--- src/rtl/uart_rx_oversample.sv ---
// 8N1 UART receiver with internal oversampling tick and mid-bit sampling.
// Define UART_RX_PARITY_EN for 8E1 framing with a parity_err output.
//
// state     | meaning
// IDLE      | line idle, waiting for rx_s low
// START     | timing to mid start bit, rejecting glitches
// DATA      | sampling 8 data bits, LSB first
// PARITY    | sampling the even-parity bit (UART_RX_PARITY_EN only)
// STOP      | sampling the stop bit, loading or flagging the byte
// WAIT_IDLE | framing error seen, waiting for the line to go high
module uart_rx_oversample #(
    parameter int BAUDRATE   = 115200,
    parameter int CLK_HZ     = 100_000_000,
    parameter int OVERSAMPLE = 16
) (
    input  logic       clk,
    input  logic       rst,
    input  logic       rx_in,
    output logic [7:0] data,
    output logic       data_valid,
    input  logic       data_ready,
    output logic       busy,
    output logic       frame_err,
`ifdef UART_RX_PARITY_EN
    output logic       parity_err,
`endif
    output logic       overrun
);

    localparam int DIV = CLK_HZ / (BAUDRATE * OVERSAMPLE);
    localparam int DW  = (DIV > 1) ? $clog2(DIV) : 1;
    localparam int TW  = $clog2(OVERSAMPLE);
    localparam logic [DW-1:0] DIV_LAST  = DW'(DIV - 1);
    localparam logic [TW-1:0] FULL_LAST = TW'(OVERSAMPLE - 1);
    localparam logic [TW-1:0] HALF_LAST = TW'(OVERSAMPLE / 2 - 1);

    typedef enum logic [2:0] {
        IDLE,
        START,
        DATA,
`ifdef UART_RX_PARITY_EN
        PARITY,
`endif
        STOP,
        WAIT_IDLE
    } state_t;

    state_t          state;
    logic [1:0]      sync;
    logic            rx_s;
    logic [DW-1:0]   div_cnt;
    logic            tick;
    logic [TW-1:0]   tcnt;
    logic [2:0]      bitcnt;
    logic [7:0]      shift;
    logic            mid_start;
    logic            mid_bit;
`ifdef UART_RX_PARITY_EN
    logic            par_bit;
    logic            par_bad;
`endif

    // Synchronizer resets to the idle line level so reset never looks like a start edge.
    always_ff @(posedge clk or posedge rst) begin
        if (rst) begin
            sync <= 2'b11;
        end else begin
            sync <= {sync[0], rx_in};
        end
    end

    assign rx_s = sync[1];

    always_ff @(posedge clk or posedge rst) begin
        if (rst) begin
            div_cnt <= '0;
        end else if (state == IDLE || tick) begin
            div_cnt <= '0;
        end else begin
            div_cnt <= div_cnt + DW'(1);
        end
    end

    assign tick      = (div_cnt == DIV_LAST);
    assign mid_start = tick && (tcnt == HALF_LAST);
    assign mid_bit   = tick && (tcnt == FULL_LAST);

`ifdef UART_RX_PARITY_EN
    assign par_bad = (par_bit != ^shift);
`endif

    always_ff @(posedge clk or posedge rst) begin
        if (rst) begin
            state      <= IDLE;
            tcnt       <= '0;
            bitcnt     <= '0;
            shift      <= '0;
            data       <= '0;
            data_valid <= 1'b0;
            busy       <= 1'b0;
            frame_err  <= 1'b0;
            overrun    <= 1'b0;
`ifdef UART_RX_PARITY_EN
            par_bit    <= 1'b0;
            parity_err <= 1'b0;
`endif
        end else begin
            frame_err <= 1'b0;
            overrun   <= 1'b0;
`ifdef UART_RX_PARITY_EN
            parity_err <= 1'b0;
`endif
            if (data_valid && data_ready) begin
                data_valid <= 1'b0;
            end
            if (tick) begin
                tcnt <= ((state == START) ? mid_start : mid_bit) ? '0 : tcnt + TW'(1);
            end

            case (state)
                IDLE: begin
                    if (!rx_s) begin
                        state <= START;
                        busy  <= 1'b1;
                        tcnt  <= '0;
                    end
                end
                START: begin
                    if (mid_start) begin
                        bitcnt <= '0;
                        if (!rx_s) begin
                            state <= DATA;
                        end else begin
                            state <= IDLE;
                            busy  <= 1'b0;
                        end
                    end
                end
                DATA: begin
                    if (mid_bit) begin
                        shift <= {rx_s, shift[7:1]};
                        if (bitcnt == 3'd7) begin
`ifdef UART_RX_PARITY_EN
                            state <= PARITY;
`else
                            state <= STOP;
`endif
                        end else begin
                            bitcnt <= bitcnt + 3'd1;
                        end
                    end
                end
`ifdef UART_RX_PARITY_EN
                PARITY: begin
                    if (mid_bit) begin
                        par_bit <= rx_s;
                        state   <= STOP;
                    end
                end
`endif
                STOP: begin
                    if (mid_bit) begin
                        if (rx_s) begin
                            state <= IDLE;
                            busy  <= 1'b0;
`ifdef UART_RX_PARITY_EN
                            if (par_bad) begin
                                parity_err <= 1'b1;
                            end else
`endif
                            // An accept in this same cycle frees the register, so the new byte wins.
                            if (data_valid && !data_ready) begin
                                overrun <= 1'b1;
                            end else begin
                                data       <= shift;
                                data_valid <= 1'b1;
                            end
                        end else begin
                            frame_err <= 1'b1;
                            state     <= WAIT_IDLE;
`ifdef UART_RX_PARITY_EN
                            parity_err <= par_bad;
`endif
                        end
                    end
                end
                WAIT_IDLE: begin
                    if (rx_s) begin
                        state <= IDLE;
                        busy  <= 1'b0;
                    end
                end
                default: begin
                    state <= IDLE;
                    busy  <= 1'b0;
                end
            endcase
        end
    end

endmodule

--- config.mk ---
export PLATFORM = sky130hd
export DESIGN_NAME = uart_rx_oversample
export DESIGN_NICKNAME = d
export VERILOG_FILES = /design/src/rtl/uart_rx_oversample.sv
export SDC_FILE = /design/constraint.sdc
export NUM_CORES = 1
export LEC_CHECK = 0
export ABC_AREA = 1
export BUFFER_PORTS_ARGS = -buffer_cell sky130_fd_sc_hd__buf_2
export CAP_MARGIN = 15
export CORE_ASPECT_RATIO = 1.4
export CORE_UTILIZATION = 52
export CTS_CLUSTER_DIAMETER = 30
export CTS_CLUSTER_SIZE = 20
export DETAILED_ROUTE_END_ITERATION = 10
export PLACE_DENSITY = 0.73
export SLEW_MARGIN = 20
export SYNTH_ARGS = -nofsm -noshare
export SYNTH_HDL_FRONTEND = slang
export SYNTH_SLANG_ARGS = --single-unit
--- constraint.sdc ---
create_clock -name clk -period 1.5 [get_ports clk]
set_clock_uncertainty 0.2 [all_clocks]
set_input_delay 0.375 -clock clk [delete_from_list [all_inputs] [get_ports clk]]
set_output_delay 0.375 -clock clk [all_outputs]
set_load 0.01 [all_outputs]
==> results.ini, run 1 <==
[run_status]
status = complete, but fails checks
violations = setup timing

[die]
num_rows = 25
io-pin-count = 16
die_w_um = 51.9
start_util_pct = 54.1
chipHeight_um = 71.8
dieArea_um2 = 3720
core-area_um2 = 3350

[worst_setup_path]
rr_worst_depth = 10
reg2reg_slack_ns = -0.15
required_ns = 1.48
path_max_fanout = 8
cp-start-kind = register
path_class = register to register
arrival_ns = 1.64
worstSetupEndpointType = register

[clock_tree]
clockBufferDepth = 2
clock_sinks = 38
clkTransAtPathRegs_ns = 0.07
cts_tree = done
cts_root_buf = clkbuf_8
clock_latency_ns = 0.29
h-tree-depth = 2
numCtsBuffers = 5

[sta]
period_share_pct = 110
fin_ws_ns = -0.154
rsz0062_at_grt = true
relSlewSlack_pct = 74.0
clock.fmax_mhz = 604
finalCriticalPeriod_ns = 1.65
hold_viol = 0
setup_viol = 29
slew_violations = 0
tightest_slew_ns = 0.388
tns_ns = -3.20

[synthesis]
synth_area_per_cell_um2 = 8.91
ys_async_sr_fraction_pct = 100
synth-seq-area-share_pct = 52.7
ys_warn_count = 0
synthesis.area_um2 = 1810
syn_nets = 212
synth-seq-cells = 38
ys.flop_type = dfrtp_1
synth_edf_count = 0
syn_inst = 203
ys_types = 27

[global_routing]
overflow = 0
grt_use_total_pct = 23.9
grt_pass1_wl_um = 6520
grt_pass1_vias = 1526
antenna_found_initial = 0
grt_max_degree = 39

[placement]
dp_hpwl_um = 2420
portBuffers = 15
globalplace.congestion = 0.890
preCtsSetupSlack_ns = -0.205

[drt]
first_pass_iters = 4
drc_errors = 0
via_per_inst = 5.01
drt_iter0_markers = 20
ant_nets = 0
drt-total-wl_um = 3700
wl_per_cell_um = 12.5
vias = 1488

[final_layout]
fillers = 236
finalNetCount = 265
seq_area_um2 = 953
drive_gt1_share_pct = 42.4
area_growth_pct = 37.1
diodes = 0
final_common_cell = dfrtp_1
multi_input_area_um2 = 872
mostFrequentLayoutCells = 36 x dfrtp_1, 30 x nand2_1, 26 x buf_4

[pwr]
max-vdd-ir-drop_mv = 0.819
powerDensity_nw_per_um2 = 862
p_leak_nw = 1.20

[flow_run]
drv_cap = 0

[hold_path]
min_delay_path_depth = 4
hold_class = input port to register

## per-stage QoR
| stage | hold slack [ns] | power, mW | instances | util (%) | cell area [um2] |
|---|---|---|---|---|---|
| after floorplan | 0.145 | 1.07 | 203 | - | 1810 |
| after global placement | 0.149 | 1.09 | 282 | 63.7 | 2130 |
| after detailed placement | 0.153 | 1.10 | 282 | 63.7 | 2130 |
| after CTS | 0.153 | 2.16 | 295 | 71.7 | 2400 |
| after global routing | 0.166 | 2.20 | 297 | 74.1 | 2480 |
| final | 0.160 | 2.14 | 297 | 74.1 | 2480 |
## critical path: stages (launching register included)
cell	delay, ns
dfrtp_1	0.39
inv_1	0.06
ha_2	0.18
nand3_4	0.07
nor2_4	0.13
nand2_4	0.10
clkinv_4	0.09
buf_12	0.12
nand2_8	0.08
nand2_2	0.08
o21ai_2	0.05
## cell families after synthesis
kind of cell             Yosys count  synth area share (%)
AO/OA/AOI/OAI                     21                  7.47
XOR/XNOR                           3                  1.45
adder cells (fa/ha/maj)            5                  3.46
buffers and inverters             31                  7.75
flip-flops                        38                  52.7
AND/OR/NAND/NOR                  105                  27.2
## repair_timing
action	4_1_cts	5_1_grt
pin swaps	6	5
resized for setup	20	23
hold buffers	2	0
gates cloned	2	0
setup endpoints to repair	29	30
hold endpoints to repair	37	0
setup buffers	2	2
## area by class of cell
class,count,area share [%]
sequential,38,38.4
multi-input combinational,136,35.1
timing repair buffer,47,14.2
inverter,28,4.44
clock buffer,6,3.33
clock inverter,2,2.42
tap,40,2.02
## cells in the mapped netlist (all sizes together) (2+ instances only)
library cell | n | area share (%)
nand4 | 6 | 2.1
xnor2 | 2 | 0.97
buf | 3 | 1.7
nor3 | 2 | 0.55
o21ai | 20 | 7.2
dfrtp | 36 | 50
nand2 | 55 | 13
nor3b | 3 | 1.2
inv | 27 | 5.6
nand3 | 12 | 4.3
ha | 5 | 3.5
dfstp | 2 | 2.9
nor2 | 24 | 5.4
## per-layer routing
layer	routed length [um]	track usage, %	vias to the layer above
li1	-	-	757
met1	1430	25.0	710
met2	2130	44.7	16
met3	75	4.46	5
met4	65	9.91	0
met5	0	0	-
## registers in the layout (all words and copies together) (netlist names), 2 cells and up
name     flops
data         8
shift        8
div_cnt      6
tcnt         4
bitcnt       3
state        3
sync         2
## path summary, 6_finish.rpt
path | startpoint | end
hold reg to reg | sync[0] | sync[1]
max in group asynchronous | rst | sync[1]
setup reg to reg | div_cnt[1] | shift[4]
setup / recovery | div_cnt[1] | shift[4]
min in group asynchronous | rst | shift[4]
hold / removal | data_ready | overrun
## power breakdown
| group | total (mW) | internal, mW | switching (mW) | leakage [nW] |
|---|---|---|---|---|
| combinational | 0.0499 | 0.0190 | 0.0309 | 0.628 |
| clock | 1.06 | 0.709 | 0.350 | 0.0714 |
| sequential | 1.03 | 1.03 | 0.00127 | 0.504 |
Power figures use the tool's default switching activity.
==> run 2: changes to the inputs <==
Settings changed: ABC_AREA 1 to default.
==> results.ini, run 2 <==
[sta]
rsz0062_at_grt = true
fin_ws_ns = -0.627  ; -0.473 ns
tightest_slew_ns = 0.292  ; -0.0961 ns
clock.fmax_mhz = 470  ; -22%
setup_viol = 35  ; +21%
relSlewSlack_pct = 80.5  ; +6.5 points
hold_viol = 0  ; unchanged
period_share_pct = 142  ; +32 points
tns_ns = -12.14  ; -8.95 ns
finalCriticalPeriod_ns = 2.13  ; +0.473 ns
fin_hold_ws_ns = 0.161  ; +0.00158 ns
slew_violations = 0  ; unchanged

[worst_setup_path]
crit_slowest_cell = or3_4
cp_common_cell = or3_4
max_stage_delay_ns = 0.43  ; +0.04 ns
rr_startpoint = div_cnt[1]
worstSetupEndpointType = register
path_class = register to register
cp.buffers_inverters = 1  ; -2
required_ns = 1.48  ; about the same
critPathTopFamily = simple AND/OR/NAND/NOR gates
crit_start = div_cnt[1]
cp-start-kind = register
arrival_ns = 2.10  ; +0.46 ns
cp_cell_sequence = inv_1 > ha_2 > nand2_2 > or3_4 > or3_4 > mux2_4
path_max_fanout = 8  ; unchanged

[synthesis]
synth_area_per_cell_um2 = 11.6  ; +30%
synthesis.area_um2 = 1750  ; -3.2%
syn_nets = 160  ; -25%
synth_commonest_cells = 36 x dfrtp_1, 16 x nor2_1, 13 x nand2_1
ys_types = 37  ; +37%
synth_top_family_by_area = simple AND/OR/NAND/NOR gates
synth_edf_count = 0  ; unchanged
synth-seq-cells = 38  ; unchanged
syn_inst = 151  ; -26%
synth-seq-area-share_pct = 54.4  ; +1.7 points
ys_warn_count = 0  ; unchanged
yosysTopAreaCell = dfrtp_1
muxShareOfSynthArea_pct = 12.0  ; +12 points
synth-compound-area-share_pct = 6.07  ; -1.4 points
synthTopCellsByArea = dfrtp_1 51%, mux2_4 6.9%, mux2_2 5.1%
synth_simple_gate_area_share_pct = 16.6  ; -11 points
synthAdderAreaFrac_pct = 4.14  ; +0.69 points
synthXorXnorAreaFrac_pct = 4.00  ; +2.5 points
synth_top_area_share_pct = 51.4  ; +1.6 points
yosysMostFrequentCell = dfrtp_1
ys.flop_type = dfrtp_1
ys_async_sr_fraction_pct = 100  ; unchanged

[final_layout]
area_growth_pct = 47.1
diodes = 0  ; unchanged
mostFrequentLayoutCells = 37 x buf_4, 36 x dfrtp_1, 15 x buf_2
drive_gt1_share_pct = 58.8  ; +16 points
post-route-util_pct = 81.7  ; +7.6 points
fin_cells = 255  ; -14%
finalNetCount = 224  ; -15%
reg_top3 = data: 8 flops, shift: 8 flops, div_cnt: 6 flops
final_common_cell = buf_4
fillers = 175  ; -26%

[flow_run]
drv_cap = 0  ; unchanged

[drt]
drt-total-wl_um = 4590  ; +24%
ant_nets = 0  ; unchanged
vias = 1437  ; -3.4%
first_pass_iters = 4  ; unchanged
wl_per_cell_um = 18.0  ; +45%
drt_iter0_markers = 57  ; +190%
via_per_inst = 5.64  ; +12%
drc_errors = 0  ; unchanged

[clock_tree]
cts_root_buf = clkbuf_8
cts_tree = done
numCtsBuffers = 5  ; unchanged
clkTransAtPathRegs_ns = 0.08  ; about the same
clock_sinks = 38  ; unchanged
clock_latency_ns = 0.29  ; about the same
clockBufferDepth = 2  ; unchanged
h-tree-depth = 2  ; unchanged

[global_routing]
antenna_found_initial = 0  ; unchanged
grt_pass1_wl_um = 6620  ; +1.6%
grt_use_total_pct = 25.2  ; +1.3 points
overflow = 0  ; unchanged
grt_max_degree = 39  ; unchanged
grt_pass1_vias = 1491  ; -2.3%

[placement]
globalplace.congestion = 0.867  ; -2.6%
dpl.cell_count = 238  ; -16%
preCtsSetupSlack_ns = -0.646  ; -0.441 ns
dp_hpwl_um = 2800  ; +16%
portBuffers = 15  ; unchanged

[die]
core-area_um2 = 3150  ; -5.8%
dieArea_um2 = 3610  ; -3.1%
start_util_pct = 55.6  ; +1.5 points
die_w_um = 51.1  ; -1.5%
chipHeight_um = 70.7  ; -1.6%
io-pin-count = 16  ; unchanged
num_rows = 24  ; -4.0%

[hold_path]
hold_class = register to register
min_from = sync[0]

[run_status]
status = complete, but fails checks
violations = setup timing

[pwr]
max-vdd-ir-drop_mv = 0.957  ; +17%
p_leak_nw = 1.25  ; +3.5%
powerDensity_nw_per_um2 = 703  ; -18%

-- run 2: cell count changes in the layout (fill, tap and decap cells not counted), moves of 6 or more --
cell     delta
nand2_1    -23
inv_1      -18
nand2_2    -17
nor2_1     -14
buf_4      +11
o21ai_2    -11
mux2_4      +9
mux2_2      +7
nor2_2      +6
-- run 2: worst paths after layout --
kind                       slack [ns]  cells after the start    endpoint
max in group asynchronous        0.38                      4     sync[1]
min reg2reg                      0.16                      0     sync[1]
max reg2reg                     -0.63                      6    shift[2]
max                             -0.63                      6    shift[2]
min in group asynchronous        0.48                      4  div_cnt[3]
min                              0.16                      0     sync[1]
-- run 2: layer usage --
metal,track usage [%],wire (um),up-vias
met2,46.6,2620,44
met5,0,0,-
li1,-,-,651
met1,24.8,1670,726
met4,15.1,165,0
met3,4.95,139,16
-- run 2: cell families (layout without fill, tap and decap cells) --
family,after synthesis,count (layout)
buffers and inverters,11,76
xor gates and xnor gates,8,8
AOI/OAI and AO/OA,16,16
adders and majority gates,6,6
muxes,16,16
and+or+nand+nor,56,56
DFF,38,38
-- run 2: area by class of cell --
cell class	instances	area (um2)	share of cell area [%]
Clock buffer	6	82.6	3.21
Multi-Input combinational cell	102	985	38.2
Clock inverter	2	12.5	0.486
Tap cell	39	48.8	1.89
Sequential cell	38	953	37.0
Inverter	6	22.5	0.874
Timing Repair Buffer	62	472	18.3
-- run 2: power by group --
group	internal, mW	switching [mW]
clock	0.369	0.362
sequential	1.03	0.00171
combinational	0.0201	0.0305
total	1.42	0.394
-- run 2: worst reg2reg max path: cells and delay by family (launching register included) --
family | cells | cell delay, ns
adders and majority gates | 1 | 0.18
buffers and inverters | 1 | 0.06
DFF | 1 | 0.38
muxes | 1 | 0.33
and+or+nand+nor | 3 | 0.87
-- run 2: stage by stage --
stage | power (mW) | area, um2
2_1_floorplan | 1.07 | 1780
3_3_place_gp | 1.09 | 2180
3_5_place_dp | 1.09 | 2180
4_1_cts | 1.82 | 2410
5_1_grt | 1.87 | 2580
6_report | 1.81 | 2580
-- run 2: timing repair --
item	in CTS	in global routing
setup endpoints to repair	35	36
hold buffers	2	0
hold endpoints to repair	37	0
pin swaps	7	8
cloned	0	0
gates resized for setup	20	33
setup buffers	4	6
==> run 3: changes to the inputs <==
Settings changed: BUFFER_PORTS_ARGS -buffer_cell sky130_fd_sc_hd__buf_2 to -buffer_cell sky130_fd_sc_hd__buf_4, PLACE_DENSITY 0.73 to 0.74.
==> results.ini, run 3 (synthesis gave the netlist of run 2 again) <==
[run_status]
status = complete, but fails checks
violations = setup timing

[worst_setup_path]
crit_slowest_cell = or3_4
cp_common_cell = or3_4
max_stage_delay_ns = 0.47  ; +0.04 ns
worstSetupEndpointType = register
path_class = register to register
required_ns = 1.48  ; about the same
cp_cell_sequence = inv_1 > ha_2 > nand2_2 > or3_4 > or3_4 > mux2_4
reg2reg_slack_ns = -0.63  ; about the same
arrival_ns = 2.11  ; about the same
path_max_fanout = 8  ; unchanged
cp-start-kind = register

[final_layout]
reg_top3 = data: 8 flops, shift: 8 flops, div_cnt: 6 flops
drive_gt1_share_pct = 48.4  ; -10 points
diodes = 0  ; unchanged
area_growth_pct = 44.8
mostFrequentLayoutCells = 53 x buf_4, 36 x dfrtp_1, 15 x nor2_1
finalNetCount = 223  ; -0.45%
final_common_cell = buf_4

[die]
start_util_pct = 55.6  ; unchanged
core-area_um2 = 3150  ; unchanged
dieArea_um2 = 3610  ; unchanged
io-pin-count = 16  ; unchanged
chipHeight_um = 70.7  ; unchanged
die_w_um = 51.1  ; unchanged
num_rows = 24  ; unchanged

[placement]
portBuffers = 15  ; unchanged
globalplace.congestion = 0.842  ; -2.9%
preCtsSetupSlack_ns = -0.648  ; -0.00189 ns
dp_hpwl_um = 2880  ; +3.1%

[sta]
fin_ws_ns = -0.635  ; -0.00755 ns
fin_hold_ws_ns = 0.158  ; -0.00302 ns
rsz0062_at_grt = true
period_share_pct = 142  ; +0.50 points
hold_viol = 0  ; unchanged
setup_viol = 30  ; -14%
finalCriticalPeriod_ns = 2.13  ; +0.00755 ns
clock.fmax_mhz = 468  ; -0.35%
tns_ns = -11.31  ; +0.836 ns
tightest_slew_ns = 0.384  ; +0.0915 ns
slew_violations = 0  ; unchanged
relSlewSlack_pct = 74.2  ; -6.3 points

[clock_tree]
clock_sinks = 38  ; unchanged
clockBufferDepth = 2  ; unchanged
numCtsBuffers = 5  ; unchanged
clkTransAtPathRegs_ns = 0.08  ; about the same
h-tree-depth = 2  ; unchanged
cts_root_buf = clkbuf_8
cts_tree = done
clock_latency_ns = 0.30  ; about the same

[pwr]
max-vdd-ir-drop_mv = 0.831  ; -13%
powerDensity_nw_per_um2 = 718  ; +2.1%
p_leak_nw = 1.22  ; -1.9%

[hold_path]
hold_class = register to register

[drt]
via_per_inst = 5.84  ; +3.7%
first_pass_iters = 4  ; unchanged
wl_per_cell_um = 18.8  ; +4.4%
vias = 1484  ; +3.3%
drt-total-wl_um = 4780  ; +4.0%
drt_iter0_markers = 49  ; -14%
drc_errors = 0  ; unchanged
ant_nets = 0  ; unchanged

[global_routing]
grt_pass1_wl_um = 7420  ; +12%
antenna_found_initial = 0  ; unchanged
overflow = 0  ; unchanged
grt_max_degree = 39  ; unchanged
grt_use_total_pct = 28.8  ; +3.6 points
grt_pass1_vias = 1569  ; +5.2%

[flow_run]
drv_cap = 0  ; unchanged

-- run 3: final cells by class --
cell class | instances | area (um2)
Multi-Input combinational cell | 102 | 922
Fill cell | 178 | 617
Sequential cell | 38 | 953
Timing Repair Buffer | 61 | 494
Clock buffer | 6 | 82.6
Clock inverter | 2 | 12.5
Inverter | 6 | 22.5
Tap cell | 39 | 48.8
-- run 3: critical path: cells and delay by family, from the launching register on --
| kind | cells | cell delay [ns] |
|---|---|---|
| simple gates | 3 | 0.86 |
| flops | 1 | 0.39 |
| mux | 1 | 0.33 |
| fa+ha+maj | 1 | 0.17 |
| buf+inv | 1 | 0.06 |
-- run 3: repair_timing --
item                                   4_1_cts  5_1_grt
gates resized for setup                     22        6
endpoints found under the hold margin       37        0
setup endpoints to repair                   35       36
buffers inserted                             5        4
pin swaps                                   10        8
hold buffers                                 2        0
-- run 3: worst paths after layout --
path,start,depth (start not counted),to
worst min register to register,sync[0],0,sync[1]
worst min-delay path,sync[0],0,sync[1]
worst max register to register,div_cnt[1],6,shift[0]
max in group asynchronous,rst,4,sync[1]
worst max-delay path,div_cnt[1],6,shift[0]
min in group asynchronous,rst,4,div_cnt[3]
-- run 3: metal layers --
layer  up-vias  global-route usage (%)  wire length [um]
met5         -                       0                 0
met4         0                    19.1               196
met3        19                    6.67               176
met2        57                    50.7              2630
met1       757                    29.3              1770
li1        651                       -                 -
-- run 3: stage by stage --
step / utilization (%) / instances / power (mW) / instance area [um2]
floorplan: - / 151 / 1.07 / 1780
global placement: 70.3 / 238 / 1.09 / 2220
detailed placement: 70.3 / 238 / 1.10 / 2220
CTS: 78.8 / 252 / 1.83 / 2480
global route: 80.4 / 254 / 1.88 / 2540
finish: 80.4 / 254 / 1.82 / 2540
-- run 3: report_power, final --
part,internal [mW],switching [mW],total (mW)
clock,0.369,0.370,0.740
sequential,1.03,0.00174,1.03
combinational,0.0206,0.0312,0.0518
